File: src/rtl/jb_clk_en_prog_gen.sv
// Multi-channel programmable clock-enable generator. Each channel pulses once
// per (div+1) cycles at a programmable phase; new settings apply at period end.
module jb_clk_en_prog_gen #(
    parameter int NUM_CH = 4,
    parameter int DIV_W  = 8,
    parameter int CH_W   = (NUM_CH > 1) ? $clog2(NUM_CH) : 1
) (
    input  logic              clk,
    input  logic              reset_n,
    input  logic              enable,
    input  logic              sync,
    input  logic              cfg_valid,
    output logic              cfg_ready,
    input  logic [CH_W-1:0]   cfg_ch,
    input  logic [DIV_W-1:0]  cfg_div,
    input  logic [DIV_W-1:0]  cfg_phase,
    output logic              cfg_err,
    output logic [NUM_CH-1:0] clk_en,
    output logic [NUM_CH-1:0] cfg_pending
);

    // Handshake: a transfer happens in any cycle where cfg_valid & cfg_ready
    // are both high at the rising edge; cfg_ready never depends on cfg_valid.

    logic              run_r;
    logic [DIV_W-1:0]  cnt      [NUM_CH];
    logic [DIV_W-1:0]  div_act  [NUM_CH];
    logic [DIV_W-1:0]  ph_act   [NUM_CH];
    logic [DIV_W-1:0]  div_pend [NUM_CH];
    logic [DIV_W-1:0]  ph_pend  [NUM_CH];
    logic [NUM_CH-1:0] pend;

    logic [NUM_CH-1:0] sel;
    logic              ch_ok;
    logic              accept;
    logic [NUM_CH-1:0] wr;

    function automatic logic [DIV_W-1:0] clamp(input logic [DIV_W-1:0] ph,
                                               input logic [DIV_W-1:0] dv);
        return (ph > dv) ? dv : ph;
    endfunction

    // One-hot channel decode; an out-of-range cfg_ch selects nothing.
    always_comb begin
        sel = '0;
        for (int i = 0; i < NUM_CH; i++) begin
            sel[i] = (cfg_ch == CH_W'(i));
        end
    end

    assign ch_ok       = |sel;
    assign cfg_ready   = ~|(sel & pend);
    assign accept      = cfg_valid & cfg_ready;
    assign wr          = sel & {NUM_CH{accept}};
    assign cfg_pending = pend;

    always_comb begin
        clk_en = '0;
        for (int i = 0; i < NUM_CH; i++) begin
            clk_en[i] = run_r & (cnt[i] == ph_act[i]);
        end
    end

    always_ff @(posedge clk) begin
        if (!reset_n) begin
            run_r   <= 1'b0;
            cfg_err <= 1'b0;
            pend    <= '0;
            for (int i = 0; i < NUM_CH; i++) begin
                cnt[i]      <= '0;
                div_act[i]  <= '0;
                ph_act[i]   <= '0;
                div_pend[i] <= '0;
                ph_pend[i]  <= '0;
            end
        end else begin
            run_r   <= enable;
            cfg_err <= accept & ~ch_ok;
            for (int i = 0; i < NUM_CH; i++) begin
                if (sync) begin
                    // A write landing with sync bypasses the pending register.
                    cnt[i]  <= '0;
                    pend[i] <= 1'b0;
                    if (wr[i]) begin
                        div_act[i] <= cfg_div;
                        ph_act[i]  <= clamp(cfg_phase, cfg_div);
                    end else if (pend[i]) begin
                        div_act[i] <= div_pend[i];
                        ph_act[i]  <= clamp(ph_pend[i], div_pend[i]);
                    end
                end else begin
                    if (run_r) begin
                        if (cnt[i] == div_act[i]) begin
                            cnt[i] <= '0;
                            if (pend[i]) begin
                                div_act[i] <= div_pend[i];
                                ph_act[i]  <= clamp(ph_pend[i], div_pend[i]);
                                pend[i]    <= 1'b0;
                            end
                        end else begin
                            cnt[i] <= cnt[i] + 1'b1;
                        end
                    end
                    // wr and a pending boundary are exclusive: ready is low while pend.
                    if (wr[i]) begin
                        div_pend[i] <= cfg_div;
                        ph_pend[i]  <= cfg_phase;
                        pend[i]     <= 1'b1;
                    end
                end
            end
        end
    end

endmodule

File: config.mk
export PLATFORM = sky130hd
export DESIGN_NAME = jb_clk_en_prog_gen
export DESIGN_NICKNAME = d
export VERILOG_FILES = /design/src/rtl/jb_clk_en_prog_gen.sv
export SDC_FILE = /design/constraint.sdc
export NUM_CORES = 1
export LEC_CHECK = 0
export BUFFER_PORTS_ARGS = -buffer_cell sky130_fd_sc_hd__buf_2
export CORE_UTILIZATION = 67
export DETAILED_ROUTE_END_ITERATION = 8
export PLACE_DENSITY_LB_ADDON = 0.15
export SLEW_MARGIN = 15
export SYNTH_ARGS = -nofsm -noshare
export SYNTH_HDL_FRONTEND = slang
export SYNTH_SLANG_ARGS = --single-unit
File: constraint.sdc
create_clock -name clk -period 8.1 [get_ports clk]
set_input_delay 0.81 -clock clk [delete_from_list [all_inputs] [get_ports clk]]
set_output_delay 0.81 -clock clk [all_outputs]
set_load 0.02 [all_outputs]
==> impl_results.md <==
* Status: finished clean
* Post_cts resized at 0
* Dpl ws at 4260 ps
* Setup crit end kind: flip-flop
* Final nets at ~830
* Static Leakage at roughly 0.0037 uW
* Initial antenna violation count at 0
* Endpoints failing setup at 0
* Die area at between 10000 and 15000 sq um
* Post-synth EDFFs at 160
* DR WL/cell at roughly 22 microns
* Minimum clock period at about 3600 ps
* Buffers on Ports at 32
* Vias in the first global route at 6026
* CTS tree: yes
* Top cell by count, worst path: mux2i_1
* Die Width at roughly 120 microns
* Max Transition Viols Final at 0
* Total GRT Usage at about 33%
* Share of post-route cells with drive strength above 1 at approximately 12%
* Dpl hpwl at ~15 mm
* Die height at roughly 120 microns
* CP Class: input port to flip-flop
* Synth Flop Type: edfxtp_1
* Post CTS Setup Buffer Count at 0
* Syn nets at 813
* Count of different cell masters after synthesis at 42
* Power, Total at about 2100 uW
* Clock latency on the worst-skew pair at between 400 and 500 ps
* RSZ-0062 raised after global routing: false
* Final Util at ~76%
* Cell taking the most area after synthesis: edfxtp_1
* Startpoint types: input port
* Max-Cap Viols at 0
* Crit-path cells: buf_2 -> clkinv_1 -> ha_1 -> nand2_1 -> o21ai_0 -> mux2i_1 -> a21oi_4 -> mux2i_1 -> o22ai_1
* Relative slew slack at a little under two fifths
* Largest net degree at the start of global routing at 34
* Total congestion overflow at 0
* ANT cells at 0
* RePlAce Congestion at 0.929
* Cts bufs inserted at 17
* CP Data Arrival Time at about 3700 ps
* Register area at just under 5000 sq um
* Total iterations of the first detailed-routing run at 5
* # DRC at 0
* Vias at about 6200
* Cells after Synth at between 700 and 800
* Top post-synthesis cells by area: edfxtp_1, ha_1, xnor2_1
* DP Area at ~9100 sq um
* Hold buffers post-CTS at 0
* Synth-to-Final Area Change at 9.36%
* Placeable Area at 12800 sq um
* CTS root buf: clkbuf_16
* Post-route ant nets at 0
* # H-tree levels at 4
* Multi-input gate area at about 3600 sq um
* Critical-path maximum fanout at 9
* Worst Max-Slew Pin Slew at approximately 900 ps
* Fin. Hold Viols at 0
* Setup TNS at 0 ps
* Critical Path Max Stage Delay at between 700 and 800 ps
* Skew final at about 5.7 ps
* CP Data Required Time at between 8000 and 9000 ps
* Global-route wire length before repair at around 33 mm
* Slowest cell on crit path: mux2i_1
* Syn_area_per_cell at 11.9 sq um
* Crit share post-route at between 40 and 50%
* Core Rows at 41
* Register area share after synthesis at 55.3%
* Cell Pwr Density at around 210 nW/um^2
* # fillers at between 800 and 900
* Synth top area share at 54.0%
* Clock sink total at between 150 and 200
* Number of I/O pins at 33
* Cell area after layout at roughly 10000 sq um
* Synthesized cell area at about 8900 sq um
* WL final at between 20 and 25 mm
* Ys Warns at 0
* Peak VDD IR at 149 uV
* Hold Path Class: input port to flip-flop
* Post-synth ARST share at 0%
* Number of synthesized register bits at approximately 170
* Vias per inst at approximately 6.5
* Worst-path clk slew at 60 ps
* Max clock buf depth at 2
* Initial Util at 69.7%
* Fmax at 282 MHz
* Final WS setup at ~4500 ps
* Initial DRC count at 702
worst paths after layout:
kind	start	endpoint	depth (start not counted)	slack [ps]
min reg2reg	cfg_pending[2]	cfg_pending[2]	2	610
max	cfg_div[6]	ph_act[3][0]	9	4550
max reg2reg	cnt[1][5]	div_act[1][6]	6	5260
min	enable	run_r	2	590
layout make-up:
type,count,area share (%)
well taps,172,2.21
multi-input cells,494,37.1
repair buffers,38,2.11
clock buffers,19,4.45
flip-flops and latches,166,50.6
inverters,49,1.89
clock inverters,13,1.61
kinds of logic after synthesis:
logic type,count (synthesis),synth area share [%]
AOI/OAI and AO/OA,111,8.49
xor gates and xnor gates,88,8.66
adders and majority gates,44,6.19
buffers and inverters,86,4.05
DFF,166,55.3
muxes,42,4.74
other,1,0.0421
and+or+nand+nor,208,12.5
critical path, delay by kind of cell:
kind	cells	cell delay, ps
AND/OR/NAND/NOR	1	60
adder cells (fa/ha/maj)	1	490
AO/OA/AOI/OAI	3	840
multiplexers	2	970
buffers and inverters	2	490
through the flow:
stage               hold slack (ps)  instances
floorplan                       574        746
global placement                569        919
detailed placement              579        919
CTS                             585        951
global route                    582        951
finish                          593        951
registers in the layout, summed over array words and instances, names as in the netlist:
register / count
cfg_err: 1
ph_pend: 32
ph_act: 32
run_r: 1
cfg_pending: 4
div_pend: 32
cnt: 32
div_act: 32
cells in the mapped netlist, types with 2 or more instances:
cell type / number
or2_2: 14
nor2_1: 46
o31ai_4: 2
nand2b_1: 4
nor3_1: 36
buf_6: 3
nand2_1: 7
nand4_1: 22
and2_1: 32
o211ai_1: 4
clkbuf_2: 3
inv_1: 42
a211oi_1: 3
ha_1: 44
mux2i_1: 41
xor2_1: 28
nand3_1: 21
nor2b_1: 6
o22ai_1: 64
o21ai_0: 13
clkbuf_1: 22
buf_2: 9
o211ai_2: 3
xnor2_1: 60
dfxtp_1: 6
edfxtp_1: 160
and3_1: 11
clkinv_1: 7
a21oi_1: 17
nor4_1: 4
report_power, final:
group          switching (uW)  internal (uW)
Combinational             136           85.3
Clock                     325            483
Sequential               38.4            986
Total                     500           1550
metal layers:
| layer | global-route usage, % | routed length, microns | up-vias |
|---|---|---|---|
| met4 | 17.3 | 707 | 0 |
| met2 | 49.0 | 9580 | 365 |
| met3 | 7.62 | 1970 | 63 |
| met5 | 0 | 0 | - |
| met1 | 46.4 | 8970 | 2962 |
| li1 | - | - | 2804 |
layout by cell type, fill, tap and decap left out, types with 21 or more instances in the layout:
master / instances
and2_1: 32
nor3_1: 36
xnor2_1: 60
xor2_1: 28
buf_2: 32
ha_1: 44
nand3_1: 21
mux2i_1: 41
nand4_1: 22
edfxtp_1: 160
o22ai_1: 64
inv_1: 42
nor2_1: 46
(Power assumes the default switching activity.)
